**config.mk**
```make
export PLATFORM = sky130hd
export DESIGN_NAME = hazard_ctrl
export DESIGN_NICKNAME = d
export VERILOG_FILES = /design/src/rtl/hazard_pkg.sv /design/src/rtl/hazard_ctrl_fwd_sel.sv /design/src/rtl/hazard_ctrl.sv
export SDC_FILE = /design/constraint.sdc
export NUM_CORES = 1
export LEC_CHECK = 0
export ABC_AREA = 1
export CAP_MARGIN = 20
export CORE_AREA = 8 8 102 123
export CTS_CLUSTER_SIZE = 24
export DETAILED_ROUTE_END_ITERATION = 8
export DIE_AREA = 0 0 110 131
export PLACE_DENSITY = 0.86
export SYNTH_ARGS = -nofsm -noshare
export SYNTH_HDL_FRONTEND = slang
export SYNTH_HIERARCHICAL = 1
export SYNTH_SLANG_ARGS = --single-unit
```
**constraint.sdc**
```tcl
create_clock -name clk -period 2.8 [get_ports clk]
set_input_delay 0.28 -clock clk [delete_from_list [all_inputs] [get_ports clk]]
set_output_delay 0.28 -clock clk [all_outputs]
set_load 0.03 [all_outputs]
```
**src/rtl/hazard_pkg.sv**
```systemverilog
// Shared types for the pipeline hazard controller: forwarding selects and
// multi-cycle EX occupancy states.
package hazard_pkg;

  localparam int unsigned REG_W = 5;
  localparam int unsigned MC_CNT_W = 4;

  typedef enum logic [1:0] {
    FWD_RF  = 2'b00,
    FWD_WB  = 2'b01,
    FWD_MEM = 2'b10
  } fwd_sel_t;

  typedef enum logic [1:0] {
    IDLE = 2'b00,
    BUSY = 2'b01,
    DONE = 2'b10
  } mc_state_t;

endpackage

```
**src/rtl/hazard_ctrl_fwd_sel.sv**
```systemverilog
// EX-stage operand forwarding select for one source register; MEM result
// takes priority over WB result, x0 is never forwarded.
module fwd_sel
  import hazard_pkg::*;
(
  input  logic [REG_W-1:0] i_rs_e,
  input  logic [REG_W-1:0] i_rd_m,
  input  logic [REG_W-1:0] i_rd_w,
  input  logic             i_reg_write_m,
  input  logic             i_reg_write_w,
  output fwd_sel_t         o_sel
);

  logic w_hit_m;
  logic w_hit_w;

  assign w_hit_m = i_reg_write_m && (i_rd_m != REG_W'(0)) && (i_rd_m == i_rs_e);
  assign w_hit_w = i_reg_write_w && (i_rd_w != REG_W'(0)) && (i_rd_w == i_rs_e);

  always_comb begin
    o_sel = FWD_RF;
    if (w_hit_m) begin
      o_sel = FWD_MEM;
    end else if (w_hit_w) begin
      o_sel = FWD_WB;
    end
  end

endmodule

```
**src/rtl/hazard_ctrl.sv**
```systemverilog
// Hazard and sequencing controller: forwarding, load-use stalls, branch
// flushes, multi-cycle EX occupancy and saturating stall/flush counters.
module hazard_ctrl
  import hazard_pkg::*;
#(
  parameter int unsigned MC_LATENCY = 4,
  parameter int unsigned CNT_W      = 32
) (
  input  logic             clk,
  input  logic             reset,
  input  logic [REG_W-1:0] Rs1D,
  input  logic [REG_W-1:0] Rs2D,
  input  logic [REG_W-1:0] Rs1E,
  input  logic [REG_W-1:0] Rs2E,
  input  logic [REG_W-1:0] RdE,
  input  logic [REG_W-1:0] RdM,
  input  logic [REG_W-1:0] RdW,
  input  logic             RegWriteM,
  input  logic             RegWriteW,
  input  logic             ResultSrcE0,
  input  logic             PCSrcE,
  input  logic             MultiCycleE,
  output logic [1:0]       forwardA,
  output logic [1:0]       forwardB,
  output logic             StallF,
  output logic             StallD,
  output logic             StallE,
  output logic             FlushD,
  output logic             FlushE,
  output logic             FlushM,
  output logic [CNT_W-1:0] StallCount,
  output logic [CNT_W-1:0] FlushCount
);

  fwd_sel_t              w_fwd_a;
  fwd_sel_t              w_fwd_b;
  mc_state_t             r_state;
  mc_state_t             w_state_nxt;
  logic [MC_CNT_W-1:0]   r_cnt;
  logic [MC_CNT_W-1:0]   w_cnt_nxt;
  logic                  w_mc_stall;
  logic                  w_lw_stall;
  logic [CNT_W-1:0]      r_stall_cnt;
  logic [CNT_W-1:0]      r_flush_cnt;

  fwd_sel u_fwd_a (
    .i_rs_e        (Rs1E),
    .i_rd_m        (RdM),
    .i_rd_w        (RdW),
    .i_reg_write_m (RegWriteM),
    .i_reg_write_w (RegWriteW),
    .o_sel         (w_fwd_a)
  );

  fwd_sel u_fwd_b (
    .i_rs_e        (Rs2E),
    .i_rd_m        (RdM),
    .i_rd_w        (RdW),
    .i_reg_write_m (RegWriteM),
    .i_reg_write_w (RegWriteW),
    .o_sel         (w_fwd_b)
  );

  assign forwardA = reset ? FWD_RF : w_fwd_a;
  assign forwardB = reset ? FWD_RF : w_fwd_b;

  assign w_lw_stall = (r_state == IDLE) && ResultSrcE0 && (RdE != REG_W'(0)) &&
                      ((RdE == Rs1D) || (RdE == Rs2D));

  always_ff @(posedge clk or posedge reset) begin
    if (reset) begin
      r_state <= IDLE;
      r_cnt   <= '0;
    end else begin
      r_state <= w_state_nxt;
      r_cnt   <= w_cnt_nxt;
    end
  end

  // Next state plus stall/flush enables; multi-cycle hold dominates, flush beats load-use.
  always_comb begin
    w_state_nxt = r_state;
    w_cnt_nxt   = r_cnt;
    w_mc_stall  = 1'b0;
    StallF      = 1'b0;
    StallD      = 1'b0;
    StallE      = 1'b0;
    FlushD      = 1'b0;
    FlushE      = 1'b0;
    FlushM      = 1'b0;

    case (r_state)
      IDLE: begin
        if (MultiCycleE) begin
          w_mc_stall  = 1'b1;
          w_cnt_nxt   = MC_CNT_W'(MC_LATENCY - 2);
          w_state_nxt = (MC_LATENCY >= 3) ? BUSY : DONE;
        end
      end
      BUSY: begin
        w_mc_stall = 1'b1;
        if (r_cnt == MC_CNT_W'(1)) begin
          w_state_nxt = DONE;
        end else begin
          w_cnt_nxt = r_cnt - MC_CNT_W'(1);
        end
      end
      DONE:    w_state_nxt = IDLE;
      default: w_state_nxt = IDLE;
    endcase

    if (!reset) begin
      if (w_mc_stall) begin
        StallF = 1'b1;
        StallD = 1'b1;
        StallE = 1'b1;
        FlushM = 1'b1;
      end else begin
        StallF = w_lw_stall && !PCSrcE;
        StallD = w_lw_stall && !PCSrcE;
        FlushD = PCSrcE;
        FlushE = w_lw_stall || PCSrcE;
      end
    end
  end

  always_ff @(posedge clk or posedge reset) begin
    if (reset) begin
      r_stall_cnt <= '0;
      r_flush_cnt <= '0;
    end else begin
      if (StallF && (r_stall_cnt != '1)) begin
        r_stall_cnt <= r_stall_cnt + CNT_W'(1);
      end
      if (FlushE && (r_flush_cnt != '1)) begin
        r_flush_cnt <= r_flush_cnt + CNT_W'(1);
      end
    end
  end

  assign StallCount = r_stall_cnt;
  assign FlushCount = r_flush_cnt;

endmodule

```
==> results.md, run 1 <==
Place:
- The placed wire-length estimate is 11.3 mm.
- Routability-driven placement finished with a final weighted congestion of 0.957.
- After detailed placement, the total cell area comes to 6590 um2.
- The count of input and output buffers is 115.

Global routing:
- Entering global routing, the biggest net connects 39 pins.
- The first-pass GRT wire length is 23.9 mm.
- The number of global-route vias before repair is 5365.
- The number of antenna violations at the first check in global routing was 0.
- Global routing used 20.5% of the available tracks.
- The sum of overflow across all layers after global routing is 0.

Route:
- The initial DRC count is 234.
- The number of design rule violations left after detail routing is 0.
- In this run the remaining antenna-violating nets after routing total 0.
- Before antenna repair, the detailed router went through 4 iterations.
- The wire length after detailed routing is 14.9 mm.
- The via density per instance is 5.21.
- The wire length per cell after detailed routing is 13.5 um.
- The via total after detailed routing is 5720.

Synth:
- The total nets after synthesis is 895.
- The post-synthesis share of cell area spent on and, or, nand and nor gates is 49.4%.
- The number of distinct library cell variants in the gate-level netlist after synthesis is 30.
- Dividing the synthesized area by the synthesized cell count gives 6.30 um2.
- Yosys printed 6 warnings.
- Of the synthesized area, sequential elements account for 32.7%.
- The flip-flop and latch count after synthesis is 70.
- After synthesis, the share of flip-flops with an asynchronous set or reset is 100%.
- The synthesized netlist occupies a cell area of 5350 um2.
- After synthesis, the largest family of logic cells by area is simple AND/OR/NAND/NOR gates.
- Multiplexer cells account for 0% of the synthesized area.
- The cell count after synthesis came out at 849.
- The area fraction in compound gates after synthesis is 1.52%.
- Of the total synthesized cell area, the portion taken by full adders, half adders and majority gates is 0.936%.
- The count of flip-flops with a built-in enable after synthesis is 0.
- The post-synthesis xor/xnor area fraction is 6.39%.
- The most used flip-flop cell after synthesis is sky130_fd_sc_hd__dfrtp_1.

Die:
- 116 I/O pins were placed.
- The die footprint is 14400 um2.
- The initial core utilization is 50.1%.
- In this run the standard cell core region covers 10700 um2.
- The die width is 110 um.
- The count of standard-cell rows is 42.
- The floorplan step set the die height to 131 um.

CTS:
- The clock root buffer is sky130_fd_sc_hd__clkbuf_16.
- TritonCTS built the clock tree.
- The total CTS buffers is 9.
- The number of buffers added to fix hold violations after cts is 0.
- The number of gates resized after CTS was 0.
- The count of H-tree levels built during CTS is 3.
- The clock transition time at the flip-flop clock pins of the worst setup and hold paths is 0.06 ns.
- Clock latency on the worst-skew pair, taken at its later pin, is 0.33 ns.
- The tree built by TritonCTS fans out to 70 sinks.
- The clock passes through at most 2 buffers.
- The number of setup buffers added after CTS is 0.

Min path:
- The path class of the tightest hold or removal check is flip-flop to flip-flop.

Worst setup path:
- The largest fanout on the critical path is 4.
- Walking the worst path, the cells encountered are clkdlybuf4s50_1 -> inv_1 -> a21boi_0 -> nand2_1 -> nor2_1 -> nand3_1 -> nor2_1 -> inv_1 -> nor2_1 -> clkdlybuf4s50_1.
- The critical path is of the input port to output pin type.
- STA classifies the critical path startpoint as an input port.
- STA puts the critical path data required time at 2.52 ns.
- The worst setup path is captured at an output pin.
- Among all stages on the critical path, the largest delay is contributed by sky130_fd_sc_hd__clkdlybuf4s50_1.
- The delay of the slowest critical-path stage is 0.70 ns.
- By instance count, the cell type seen most on the critical path is sky130_fd_sc_hd__nor2_1.
- The data arrival at the endpoint of the critical path is 2.17 ns.

Final layout:
- The top cell types in the final layout, fill and taps aside, are 348 x sky130_fd_sc_hd__nand2_1, 112 x sky130_fd_sc_hd__clkdlybuf4s50_1, 106 x sky130_fd_sc_hd__nor2_1, 80 x sky130_fd_sc_hd__inv_1, 70 x sky130_fd_sc_hd__dfrtp_1.
- The area used by multi-input combinational logic is 3120 um2.
- The layout overhead on the synthesized area is 29.0%.
- The number of diodes is 0.
- At the end of the flow, the number of nets in the layout was 1007.
- The sequential standard cell area is 1750 um2.
- The post-route netlist has 5.70% of its cells at a drive strength greater than 1.
- The count of fill cells added during filler insertion is 959.
- The library cell used most frequently in the layout, excluding fill and tap cells, is sky130_fd_sc_hd__nand2_1.
- After routing the design area is 6900 um2.

Power and ir drop:
- Across the VDD grid, the largest voltage drop is 0.285 mV.
- Power spread over the standard cell area amounts to 496 nW/um2.
- The leakage component of the power is 3.42 nW.

STA:
- For the final database, setup skew stands at 0.00524 ns.
- For the finished layout, the period the worst path requires is 2.45 ns.
- The worst-margin pin slew is 0.513 ns.
- The peak clock frequency supported by timing is 407 MHz.
- The number of hold violations in the final report is 0.
- Setup violations remaining at the end of the flow were counted as 0.
- The number of max-slew violations in the final report is 0.
- Setup repair after global routing left no endpoint under its margin.
- Measured against its own limit, the worst slew margin works out to 65.7%.
- After routing, the total negative slack on setup checks comes to 0 ns.
- The fraction of the cycle the final worst path needs is 87.7%.

Run:
- The total of max-cap violations is 0.

Run status:
- The flow ran to the end, and the final reports show no timing, DRC or antenna violations.
## logic make-up (layout without fill, tap and decap cells)
kind of cell	Yosys count	count (layout)
compound gates	15	15
xor+xnor	39	39
fa+ha+maj	4	4
buf+inv	112	228
flops	70	70
simple gates	609	609
## worst max-delay path: cells and delay by family
| kind | cells | cell delay (ns) |
|---|---|---|
| AOI/OAI and AO/OA | 1 | 0.14 |
| buffers and inverters | 4 | 1.33 |
| and+or+nand+nor | 5 | 0.42 |
## cells in the mapped netlist, types with 3 or more instances
cell type / number / share of area (%)
sky130_fd_sc_hd__a21oi_1: 3 / 0.28
sky130_fd_sc_hd__nand2_2: 6 / 0.70
sky130_fd_sc_hd__ha_1: 4 / 0.94
sky130_fd_sc_hd__xnor2_1: 15 / 2.5
sky130_fd_sc_hd__nand4_1: 39 / 4.6
sky130_fd_sc_hd__nand2_1: 348 / 24
sky130_fd_sc_hd__dfrtp_1: 70 / 33
sky130_fd_sc_hd__inv_2: 5 / 0.35
sky130_fd_sc_hd__nor2_1: 106 / 7.4
sky130_fd_sc_hd__clkbuf_1: 5 / 0.35
sky130_fd_sc_hd__nor2_2: 6 / 0.70
sky130_fd_sc_hd__xor2_1: 24 / 3.9
sky130_fd_sc_hd__buf_2: 10 / 0.94
sky130_fd_sc_hd__nand3b_1: 19 / 2.7
sky130_fd_sc_hd__nor2_4: 3 / 0.63
sky130_fd_sc_hd__o21ai_0: 9 / 0.84
sky130_fd_sc_hd__nand3_1: 65 / 6.1
sky130_fd_sc_hd__inv_1: 81 / 5.7
sky130_fd_sc_hd__buf_4: 7 / 0.98
sky130_fd_sc_hd__nor3_1: 11 / 1.0
sky130_fd_sc_hd__buf_6: 3 / 0.63
## metrics by stage
stage	setup WS, ns	hold slack, ns	util (%)	power (mW)	cells
2_1_floorplan	0.528	0.430	-	1.91	849
3_3_place_gp	0.358	0.447	61.8	2.24	1082
3_5_place_dp	0.331	0.450	61.8	2.26	1082
4_1_cts	0.320	0.458	64.7	3.45	1097
5_1_grt	0.137	0.481	64.7	3.60	1097
6_report	0.346	0.453	64.7	3.42	1097
## where the power goes
part | internal (mW) | switching [mW]
Combinational | 0.372 | 0.670
Sequential | 1.10 | 0.101
Clock | 0.756 | 0.419
Total | 2.23 | 1.19
## worst paths after layout
path                       cells after the start     startpoint        endpoint  slack (ns)
setup / recovery                              10         RdW[0]     forwardA[0]        0.35
hold / removal                                 1     r_state[1]      r_state[1]        0.45
setup reg to reg                              10  FlushCount[0]  FlushCount[30]        0.71
hold reg to reg                                1     r_state[1]      r_state[1]        0.45
max in group asynchronous                      3          reset  FlushCount[25]        1.70
min in group asynchronous                      3          reset   StallCount[5]        0.73
## sequential cells by signal, indices dropped and copies added (netlist names)
| signal | flops |
|---|---|
| r_state | 2 |
| r_cnt | 4 |
| StallCount | 32 |
| FlushCount | 32 |
## final cells by class
cell class	instances	share of cell area, %
flip-flops and latches	70	25.4
inverters	86	4.68
multi-input cells	667	45.2
clock buffers	12	3.86
repair buffers	127	17.9
clock inverters	3	0.617
well taps	132	2.39
## per-layer routing
metal  track usage (%)  wire, um  vias up  part of all wire, %
li1                  -         -     2890                    -
met1              23.3      6120     2618                   41
met2              35.9      7380      176                   50
met3              4.47       933       36                  6.3
met4              8.84       428        0                  2.9
met5                 0         0        -                    0
Power figures use the tool's default switching activity.
==> run 2, diff against run 1 <==
==> constraint.sdc (replaced) <==
create_clock -name clk -period 2.8 [get_ports clk]
set_input_delay 0.28 -clock clk [delete_from_list [all_inputs] [get_ports clk]]
set_output_delay 0.28 -clock clk [all_outputs]
set_load 0.02 [all_outputs]
==> run 2 against run 1 <==
  * Critical path type unchanged
  * Via count decreased by 0.94%
  * Non-clock buffer count increased by 1
  * Worst setup slack improved by 0.044 ns
  * Die area unchanged
  * Sequential share of layout area decreased by 0.078 points
  * Wire length decreased by 0.40%
  * First-iteration DRC count increased by 30%
  * Worst hold slack improved by 0.0019 ns
==> results.md, run 2 (synthesis results as in run 1) <==
Run status:
- The flow ran to the end, and the final reports show no timing, DRC or antenna violations.

Die:
- The initial core utilization is 50.1%.
- Pin placement for this block handled 116 I/O pins.
- The count of standard-cell rows is 42.
- The die covers 14400 um2.
- From left edge to right edge, the die measures 110 um.
- The height of the die is 131 um.
- The placeable core area is 10700 um2.

Final layout:
- Once layout is complete, the cells apart from fillers number 1099.
- The library cell used most frequently in the layout, excluding fill and tap cells, is sky130_fd_sc_hd__nand2_1.
- Leaving out fill and tap cells, the most frequent cells in the layout are 348 x sky130_fd_sc_hd__nand2_1, 115 x sky130_fd_sc_hd__clkdlybuf4s50_1, 106 x sky130_fd_sc_hd__nor2_1, 80 x sky130_fd_sc_hd__inv_1, 70 x sky130_fd_sc_hd__dfrtp_1.
- Summing all multi-input logic gate instances after layout gives 3120 um2.
- The sequential standard cell area is 1750 um2.
- Cells fill 64.9% of the core in the end.
- The share of final-layout standard cells stronger than drive strength 1 is 5.38%.
- The count of fill cells added during filler insertion is 943.
- The layout overhead on the synthesized area is 29.4%.
- The number of diodes is 0.
- The final design area excluding fillers is 6920 um2.
- The final net count is 1008.

Worst setup path:
- The worst-case reg-to-reg path depth is 12.
- The type of destination of the critical path is an output pin.
- The required time at the worst-slack endpoint is 2.52 ns.
- The critical path goes through clkdlybuf4s50_1 -> inv_1 -> nand2_1 -> nand2_1 -> nor2_1 -> nand3_1 -> nand2_1 -> nand2_1 -> nand2_2 -> nand2_1 -> nor2_1 -> clkdlybuf4s50_1.
- The slowest stage of the critical path belongs to the cell sky130_fd_sc_hd__clkdlybuf4s50_1.
- Counting stages on the worst path, the most repeated cell is sky130_fd_sc_hd__nand2_1.
- The delay of the slowest critical-path stage is 0.61 ns.
- The worst register-to-register path has a setup slack of 0.70 ns.
- The worst register-to-register path ends at StallCount[5].
- The critical path in this run is classified as input port to output pin.
- The startpoint identified for the worst register-to-register timing path is r_state[1].
- The largest fanout on the critical path is 4.
- The data arrival at the endpoint of the critical path is 2.13 ns.
- The startpoint type of the worst setup path is an input port.

Route:
- In the detailed route, the total length drawn on met3 is 908 um.
- The met2 wirelength from detailed routing is 7.47 mm.
- The met1 wire length is 6.10 mm.
- Signal routing reaches up to met4.
- The first-pass iteration count of the detailed router is 5.
- For this block, the via count after detailed routing is 5666.
- The detail route stage leaves a number of antenna-violating nets equal to 0.
- The initial DRC count is 305.
- For this run, design rule violations remaining after detail routing come to 0.
- The wire length per cell after detailed routing is 13.5 um.
- The via density per instance is 5.16.
- The wire length after detailed routing is 14.8 mm.

Place:
- The placed wire-length estimate is 11.1 mm.
- The last weighted congestion value of the routability-driven placer is 0.925.
- The placed instance count is 1083.
- Summing all placed instances gives a cell area of 6620 um2.
- During placement, the flow inserted port buffers numbering 115.
- The pre-CTS worst setup slack is 0.383 ns.

Global routing:
- The number of antenna violations at the first check in global routing is 0.
- The sum of overflow across all layers after global routing is 0.
- The number of global-route vias before repair is 5539.
- The first-pass GRT wire length is 24.8 mm.
- For this run, the total global-route usage over all layers was measured as 21.2%.
- Entering global routing, the biggest net connects 39 pins.

CTS:
- The deepest clock path buffer count is 2.
- In this run the post-CTS setup repair buffer count came out at 0.
- TritonCTS created 9 clock buffers.
- The clock root buffer is sky130_fd_sc_hd__clkbuf_16.
- Post-CTS repair changed the size of 0 cells.
- The count of H-tree levels built during CTS is 3.
- Counting every sink on the clock net gives 70.
- The number of buffers added to fix hold violations after cts is 0.
- Clock-pin slew was measured on the worst setup and hold paths at 0.06 ns.
- At the later pin of the worst-skew pair, clock insertion delay measures 0.33 ns.
- The CTS tree is built.

STA:
- The tightest slew margin relative to the limit is 58.8%.
- The clock period minus worst slack is 2.41 ns.
- Hold timing on the final database bottoms out at a slack of 0.455 ns.
- For the pin with the worst max-slew slack, the measured transition is 0.617 ns.
- Setup repair after global routing left no endpoint under its margin.
- Between clock sinks in the finished design, the worst skew comes to 0.00802 ns.
- Setup slack on the critical path of the routed design comes to 0.390 ns.
- The peak clock frequency supported by timing is 415 MHz.
- The number of max-slew violations in the final report is 0.
- The worst path uses 86.1% of the clock period.
- The total negative setup slack is 0 ns.
- The number of hold violations in the final report is 0.
- Setup violations remaining at the end of the flow were counted as 0.

Power and ir drop:
- The worst-case IR drop observed on VDD is 0.295 mV.
- The part of the power in registers is 36.0%.
- Power spread over the standard cell area amounts to 484 nW/um2.
- The analysis attributes to cell leakage a power of 3.42 nW.
- The internal portion of the total power is 2.22 mW.
- In this run, the clock network consumes 34.8% of the power.
- The net switching power is 1.13 mW.
- The share of power burned in combinational logic is 29.3%.
- The design draws 3.35 mW.
- The switching fraction of total power is 33.7%.

Min path:
- The origin of the worst min-delay path is r_state[1].
- The path category of the worst min-delay check is flip-flop to flip-flop.
- For hold timing, the worst endpoint is r_state[1].
- Along the worst hold path, the cell count comes to 1.

Run:
- Max-cap violations in this run came to 0.
-- run 2: cell types whose count changed in the layout (fill, tap and decap cells not counted) --
cell	change
sky130_fd_sc_hd__clkbuf_8	-1
sky130_fd_sc_hd__buf_4	-3
sky130_fd_sc_hd__buf_12	+1
sky130_fd_sc_hd__clkbuf_1	+2
sky130_fd_sc_hd__clkdlybuf4s50_1	+3
-- run 2: metal layers --
metal  up-vias  global-route usage (%)
met5         -                       0
met4         0                    8.20
met3        25                    4.47
met2       162                    37.3
met1      2592                    24.3
li1       2887                       -
-- run 2: power by group through the flow --
stage | sequential [mW] | clock, mW | combinational [mW]
5_1_grt | 1.22 | 1.23 | 1.09
2_1_floorplan | 1.26 | 0 | 0.589
3_3_place_gp | 1.22 | 0 | 0.968
6_report | 1.20 | 1.16 | 0.980
4_1_cts | 1.20 | 1.19 | 0.991
3_5_place_dp | 1.22 | 0 | 0.982
-- run 2: layout make-up --
cell class                 instances  share of cell area, %
clock buffer                      13                   3.76
clock inverter                     3                  0.615
inverter                          86                   4.67
multi-input combinational        667                   45.0
sequential                        70                   25.3
tap                              132                   2.39
timing repair buffer             128                   18.2
-- run 2: worst max path at each step --
stage / from / end / slack, ns / cells after the start
CTS: r_state[1] / StallD / 0.38 / 8
detailed placement: RdE[2] / FlushE / 0.38 / 12
global route: RdE[4] / FlushE / 0.25 / 12
finish: RdE[1] / FlushE / 0.39 / 12
global placement: RdW[0] / forwardA[0] / 0.38 / 10
floorplan: reset / FlushCount[0] / 0.53 / 2
-- run 2: critical path: cells and delay by family --
family | cells | cell delay, ns
buffers and inverters | 3 | 1.20
and+or+nand+nor | 9 | 0.66
